===== config.mk =====
export PLATFORM = sky130hd
export DESIGN_NAME = pe_os_drain
export DESIGN_NICKNAME = d
export VERILOG_FILES = /design/src/rtl/pe_os_drain_pkg.sv /design/src/rtl/pe_os_drain_dot_lanes.sv /design/src/rtl/pe_os_drain.sv
export SDC_FILE = /design/constraint.sdc
export NUM_CORES = 1
export LEC_CHECK = 0
export CORE_UTILIZATION = 55
export CTS_BUF_LIST = sky130_fd_sc_hd__clkbuf_2
export DETAILED_ROUTE_END_ITERATION = 10
export GPL_ROUTABILITY_DRIVEN = 0
export PLACE_DENSITY_LB_ADDON = 0.12
export SLEW_MARGIN = 20
export SYNTH_ARGS = -nofsm -noshare
export SYNTH_HDL_FRONTEND = slang
export SYNTH_HIERARCHICAL = 1
export SYNTH_SLANG_ARGS = --single-unit

===== constraint.sdc =====
create_clock -name clk -period 8.9 [get_ports clk]
set_clock_uncertainty 0.1 [all_clocks]
set_input_delay 1.78 -clock clk [delete_from_list [all_inputs] [get_ports clk]]
set_output_delay 1.78 -clock clk [all_outputs]
set_load 0.02 [all_outputs]

===== src/rtl/pe_os_drain_pkg.sv =====
`default_nettype none
// ============================================================================
//  Module   : pe_os_drain_pkg
//  Brief    : Shared defaults, clog2 helper and width-generic saturating add
//             for the output-stationary drain PE.
//  Revision : 1.0  initial release
// ============================================================================
package pe_os_drain_pkg;

  localparam int unsigned DEF_A_W   = 9;
  localparam int unsigned DEF_B_W   = 8;
  localparam int unsigned DEF_LANES = 1;
  localparam int unsigned DEF_ACC_W = 32;

  // Widest accumulator the saturating adder can serve
  localparam int unsigned SAT_MAX_W = 64;

  // Ceiling log2, 0 for n <= 1
  function automatic int unsigned clog2_u(input int unsigned n);
    int unsigned r;
    int unsigned v;
    r = 0;
    v = 1;
    while (v < n) begin
      v = v << 1;
      r = r + 1;
    end
    return r;
  endfunction

  typedef struct packed {
    logic [SAT_MAX_W-1:0] sum;
    logic                 sat;
  } sat_res_t;

  // Signed add clamped to a w-bit two's-complement range; operands arrive
  // sign-extended to SAT_MAX_W, result is valid in its low w bits.
  function automatic sat_res_t sat_add(input logic signed [SAT_MAX_W-1:0] x,
                                       input logic signed [SAT_MAX_W-1:0] y,
                                       input int unsigned                 w);
    logic signed [SAT_MAX_W:0] s;
    logic signed [SAT_MAX_W:0] hi;
    logic signed [SAT_MAX_W:0] lo;
    sat_res_t                  r;
    s  = {x[SAT_MAX_W-1], x} + {y[SAT_MAX_W-1], y};
    hi = ((SAT_MAX_W+1)'(1) <<< (w - 1)) - (SAT_MAX_W+1)'(1);
    lo = -((SAT_MAX_W+1)'(1) <<< (w - 1));
    if (s > hi) begin
      r.sum = hi[SAT_MAX_W-1:0];
      r.sat = 1'b1;
    end else if (s < lo) begin
      r.sum = lo[SAT_MAX_W-1:0];
      r.sat = 1'b1;
    end else begin
      r.sum = s[SAT_MAX_W-1:0];
      r.sat = 1'b0;
    end
    return r;
  endfunction

endpackage
`default_nettype wire


===== src/rtl/pe_os_drain_dot_lanes.sv =====
`default_nettype none
// ============================================================================
//  Module   : pe_os_drain_dot_lanes
//  Brief    : Combinational LANES-wide signed dot product, sign-extended to
//             ACC_W. Lane 0 occupies the LSBs of each operand bus.
//  Revision : 1.0  initial release
// ============================================================================
module pe_os_drain_dot_lanes
  import pe_os_drain_pkg::*;
#(
  parameter int unsigned A_W   = DEF_A_W,
  parameter int unsigned B_W   = DEF_B_W,
  parameter int unsigned LANES = DEF_LANES,
  parameter int unsigned ACC_W = DEF_ACC_W
) (
  input  logic        [LANES*A_W-1:0] a,
  input  logic        [LANES*B_W-1:0] b,
  output logic signed [ACC_W-1:0]     prod
);

  localparam int unsigned P_W   = A_W + B_W;
  // Exact width of the lane sum; cannot overflow before the final extension
  localparam int unsigned SUM_W = P_W + clog2_u(LANES);

  logic signed [P_W-1:0]   lane_prod [LANES];
  logic signed [SUM_W-1:0] lane_sum;

  for (genvar i = 0; i < LANES; i++) begin : g_lane
    assign lane_prod[i] = P_W'($signed(a[i*A_W +: A_W])) * P_W'($signed(b[i*B_W +: B_W]));
  end

  // Sum the sign-extended lane products
  always_comb begin
    lane_sum = '0;
    for (int i = 0; i < LANES; i++) begin
      lane_sum = lane_sum + SUM_W'(lane_prod[i]);
    end
  end

  assign prod = ACC_W'(lane_sum);

endmodule
`default_nettype wire


===== src/rtl/pe_os_drain.sv =====
`default_nettype none
// ============================================================================
//  Module   : pe_os_drain
//  Brief    : Output-stationary systolic PE with LANES signed MACs per cycle,
//             registered operand forwarding and a double-buffered drain
//             register that shifts results down the column while the next
//             tile accumulates.
//  Config   : PE_ACC_SAT_EN - saturating accumulate with sticky ovf flag;
//             undefined gives wrap-around and ovf tied low.
//  Revision : 1.0  initial release
// ============================================================================
module pe_os_drain
  import pe_os_drain_pkg::*;
#(
  parameter int unsigned A_W   = DEF_A_W,
  parameter int unsigned B_W   = DEF_B_W,
  parameter int unsigned LANES = DEF_LANES,
  parameter int unsigned ACC_W = DEF_ACC_W
) (
  input  logic                 clk,
  input  logic                 reset,
  input  logic                 clear,
  input  logic [LANES*A_W-1:0] a_in,
  input  logic                 a_valid_in,
  input  logic [LANES*B_W-1:0] b_in,
  input  logic                 b_valid_in,
  output logic [LANES*A_W-1:0] a_out,
  output logic                 a_valid_out,
  output logic [LANES*B_W-1:0] b_out,
  output logic                 b_valid_out,
  input  logic                 drain_load,
  input  logic                 drain_shift,
  input  logic [ACC_W-1:0]     drain_in,
  output logic [ACC_W-1:0]     drain_out,
  output logic [ACC_W-1:0]     acc,
  output logic                 ovf
);

  logic                    fire;
  logic                    restart;
  logic signed [ACC_W-1:0] prod;
  logic        [ACC_W-1:0] acc_sum;

  assign fire    = a_valid_in & b_valid_in;
  assign restart = drain_load | clear;

  pe_os_drain_dot_lanes #(
    .A_W   (A_W),
    .B_W   (B_W),
    .LANES (LANES),
    .ACC_W (ACC_W)
  ) u_dot (
    .a    (a_in),
    .b    (b_in),
    .prod (prod)
  );

`ifdef PE_ACC_SAT_EN
  sat_res_t sat_res;
  logic     acc_sat;

  // Clamp the running sum to the accumulator range
  always_comb begin
    sat_res = sat_add(SAT_MAX_W'(signed'(acc)), SAT_MAX_W'(prod), ACC_W);
    acc_sum = sat_res.sum[ACC_W-1:0];
    acc_sat = sat_res.sat;
  end

  // Sticky overflow, dropped whenever a new tile starts
  always_ff @(posedge clk) begin
    if (reset) begin
      ovf <= 1'b0;
    end else if (restart) begin
      ovf <= 1'b0;
    end else if (fire && acc_sat) begin
      ovf <= 1'b1;
    end
  end
`else
  assign acc_sum = acc + prod;
  assign ovf     = 1'b0;
`endif

  // Operand forwarding: unconditional one-cycle pipeline, invalid data included
  always_ff @(posedge clk) begin
    if (reset) begin
      a_out       <= '0;
      b_out       <= '0;
      a_valid_out <= 1'b0;
      b_valid_out <= 1'b0;
    end else begin
      a_out       <= a_in;
      b_out       <= b_in;
      a_valid_out <= a_valid_in;
      b_valid_out <= b_valid_in;
    end
  end

  // Accumulator: a same-cycle MAC on restart becomes the first term of the new tile
  always_ff @(posedge clk) begin
    if (reset) begin
      acc <= '0;
    end else if (restart) begin
      acc <= fire ? prod : '0;
    end else if (fire) begin
      acc <= acc_sum;
    end
  end

  // Drain register captures the pre-update accumulator, otherwise shifts the column
  always_ff @(posedge clk) begin
    if (reset) begin
      drain_out <= '0;
    end else if (drain_load) begin
      drain_out <= acc;
    end else if (drain_shift) begin
      drain_out <= drain_in;
    end
  end

endmodule
`default_nettype wire

==> flow_metrics.py <==
metrics = {
    "floorplanning": {
        "fp.dieW_um": 122,
        "rows": 43,
        "ioPinCount": 140,
        "die-area_um2": 14800,
        "core_um2": 13900,
        "start_util": 0.564,
        "die_y_um": 122,
    },
    "drt": {
        "wl_per_cell_um": 15.2,
        "drt_iter0_drc": 437,
        "drc": 0,
        "ant_nets": 0,
        "route.final.wire_length_um": 18800,
        "drtPass1Iterations": 5,
        "vias": 6835,
        "vias_per_cell": 5.53,
    },
    "power_and_ir_drop": {
        "leakage_nw": 4.09,
        "intPower_mw": 1.87,
        "peakVddDrop_mv": 0.399,
        "p_sw_frac": 0.534,
        "power_mw": 4.00,
        "powerDensity_nw_per_um2": 429,
        "p_sw_mw": 2.14,
        "power_frac_comb": 0.820,
        "seqPwrFrac": 0.130,
        "p_clk_frac": 0.050,
    },
    "cells_and_area": {
        "final_common_cell": "clkdlybuf4s50_1",
        "register_area_um2": 1660,
        "post-route-util": 0.670,
        "nNetsFinal": 1229,
        "area_growth_pct": 18.8,
        "drive_gt1_frac": 0.0455,
        "mostFrequentLayoutCells": "135 x clkdlybuf4s50_1, 104 x nor2_1, 95 x inv_1",
        "n_fill_cell": 1198,
        "multi_input_area_um2": 5550,
    },
    "grt": {
        "grt_util_met1": 0.373,
        "grt_remaining_overflow": 0,
        "met2_usage": 0.432,
        "grt_max_degree": 89,
        "use_met3": 0.0417,
        "grtUsageTotal": 0.269,
        "antenna_found_initial": 1,
        "grt_pass1_wl_um": 31400,
        "grt_pass1_vias": 6484,
        "busiest_layer": "met2",
    },
    "job": {
        "cap_violations": 0,
    },
    "logic_synthesis": {
        "ys_ff_latch": 83,
        "synth_area_per_cell_um2": 8.26,
        "synth.yosys.seq_area_share": 0.211,
        "yosys_warnings": 6,
        "synth_edf_count": 0,
        "syn_area_um2": 7860,
        "postSynthNetCount": 1131,
        "netlist_instances": 951,
        "ys_top_cells_by_area": "dfxtp_1 21%, fa_1 16%, ha_1 9.9%, a21oi_1 5.3%, nor2_1 5.0%",
        "synth_cell_types": 67,
        "dominantRegCellSynth": "dfxtp_1",
        "synth_top_area_frac": 0.211,
        "synthArstFlopShare": 0,
        "yosys.area.top_type": "dfxtp_1",
    },
    "timing": {
        "setup_violations": 0,
        "timing.setup.tns_ns": 0,
        "hold_violations": 0,
        "fmax_ghz": 0.125,
        "final_max_slew_viol_count": 0,
        "tightestPinTransition_ns": 1.03,
        "slew_headroom": 0.314,
        "rsz0062_at_grt": "no",
        "min_period_ns": 7.97,
        "period_share": 0.896,
    },
    "clock_network": {
        "insertion_delay_ns": 0.62,
        "cts_made_buffers": 9,
        "cts_sinks": 83,
        "postCtsSetupBuffers": 0,
        "clk_pin_slew_ns": 0.27,
        "h-tree-depth": 3,
        "cts_root_buf": "clkbuf_2",
        "cts_hold_buf": 0,
        "cts-resized-gates": 0,
        "clock_path_buffers": 2,
        "cts_tree": "built",
    },
    "setup_path": {
        "crit_type": "in2reg",
        "rr_worst_depth": 10,
        "worstSetupEndpointType": "flop",
        "critPathMaxFanout": 9,
        "worstReg2RegStart": "acc[0]",
        "cp.arrival_ns": 8.43,
        "start_kind": "primary input",
        "critPathCapture": "acc[28]",
        "required_ns": 9.35,
        "rr_endpoint": "acc[28]",
        "reg2reg_slack_ns": 5.90,
        "critPathLaunch": "b_in[7]",
    },
    "run_status": {
        "outcome": "finished, final reports clean",
    },
    "place": {
        "port_buffers": 138,
        "hpwl_um": 14200,
    },
    "hold_path": {
        "worstHoldPathType": "reg2reg",
    },
}
worst min path at each step:
stage | start | endpoint | slack, ns | cells past startpoint
4_1_cts | acc[3] | drain_out[3] | 0.47 | 2
3_5_place_dp | acc[3] | drain_out[3] | 0.44 | 2
3_3_place_gp | acc[3] | drain_out[3] | 0.43 | 2
5_1_grt | acc[5] | drain_out[5] | 0.50 | 2
6_report | acc[3] | drain_out[3] | 0.46 | 2
2_1_floorplan | acc[18] | drain_out[18] | 0.50 | 2
power by group through the flow:
| stage | sequential (mW) | combinational, mW | clock (mW) |
|---|---|---|---|
| floorplan | 0.585 | 2.75 | 0 |
| global placement | 0.525 | 3.22 | 0 |
| detailed placement | 0.527 | 3.24 | 0 |
| CTS | 0.519 | 3.26 | 0.205 |
| global route | 0.531 | 3.66 | 0.218 |
| finish | 0.521 | 3.28 | 0.200 |
flip-flops by register name, summed over array words and instances (netlist names):
signal,flops
a_valid_out,1
drain_out,32
acc,32
a_out,9
b_out,8
b_valid_out,1
kinds of logic after synthesis:
group / synth area share
compound gates: 0.174
xor+xnor: 0.0435
fa+ha+maj: 0.257
buf+inv: 0.0841
flops: 0.211
mux: 0.0433
other cells: 0.000477
simple gates: 0.186
metrics by stage:
stage	area [um2]	cells	hold slack (ns)	worst slack (ns)
2_1_floorplan	7860	951	0.504	0.905
3_3_place_gp	9230	1218	0.432	0.339
3_5_place_dp	9230	1218	0.442	0.229
4_1_cts	9330	1234	0.468	0.931
5_1_grt	9330	1235	0.498	0.514
6_report	9330	1235	0.463	0.925
critical path, cell delays in order:
cell             delay [ns]
clkdlybuf4s50_1        0.51
clkinv_1               0.28
fa_1                   0.57
fa_1                   0.54
inv_1                  0.07
fa_1                   0.53
inv_1                  0.04
fa_1                   0.47
inv_1                  0.04
ha_1                   0.35
a21oi_1                0.16
o22ai_1                0.10
o22a_2                 0.27
and4_4                 0.19
or4_1                  0.56
ha_1                   0.38
a21oi_1                0.30
nand2_1                0.08
a31oi_1                0.43
nor4_4                 0.11
o21ai_2                0.25
a222oi_1               0.13
a311oi_1               0.26
layer usage:
layer	part of all wire	vias up
li1	-	3373
met1	0.48	3225
met2	0.44	214
met3	0.059	23
met4	0.016	0
met5	0	-
layout make-up:
| type | count | area share |
|---|---|---|
| multi-input cells | 713 | 0.594 |
| flip-flops and latches | 83 | 0.178 |
| inverters | 96 | 0.0386 |
| diodes | 1 | 0.000268 |
| clock buffers | 10 | 0.00536 |
| well taps | 180 | 0.0241 |
| repair buffers | 146 | 0.154 |
| clock inverters | 6 | 0.00523 |
Yosys cell counts (3+ instances only):
master,number
nor3_1,9
clkbuf_1,29
inv_1,95
o21ai_0,30
o21ai_1,3
fa_1,62
a31oi_1,7
nand2_1,71
a22oi_1,21
or3_1,5
o31ai_1,3
a211o_1,4
a211oi_1,3
mux2i_1,34
and3_1,4
buf_2,3
xnor2_1,26
buf_4,16
nor2b_1,28
xor2_1,13
nor2_1,105
and4_1,3
o21bai_1,3
nand3_1,10
nand4_1,8
ha_1,62
o22ai_1,4
a21o_1,11
dfxtp_1,83
o211ai_1,5
a311oi_1,3
and2_1,43
nand3b_1,3
buf_1,9
a211oi_2,3
o21a_1,6
nand2b_1,3
a21oi_1,83
a21oi_2,3
No activity file was read; power rests on OpenSTA's default activity.
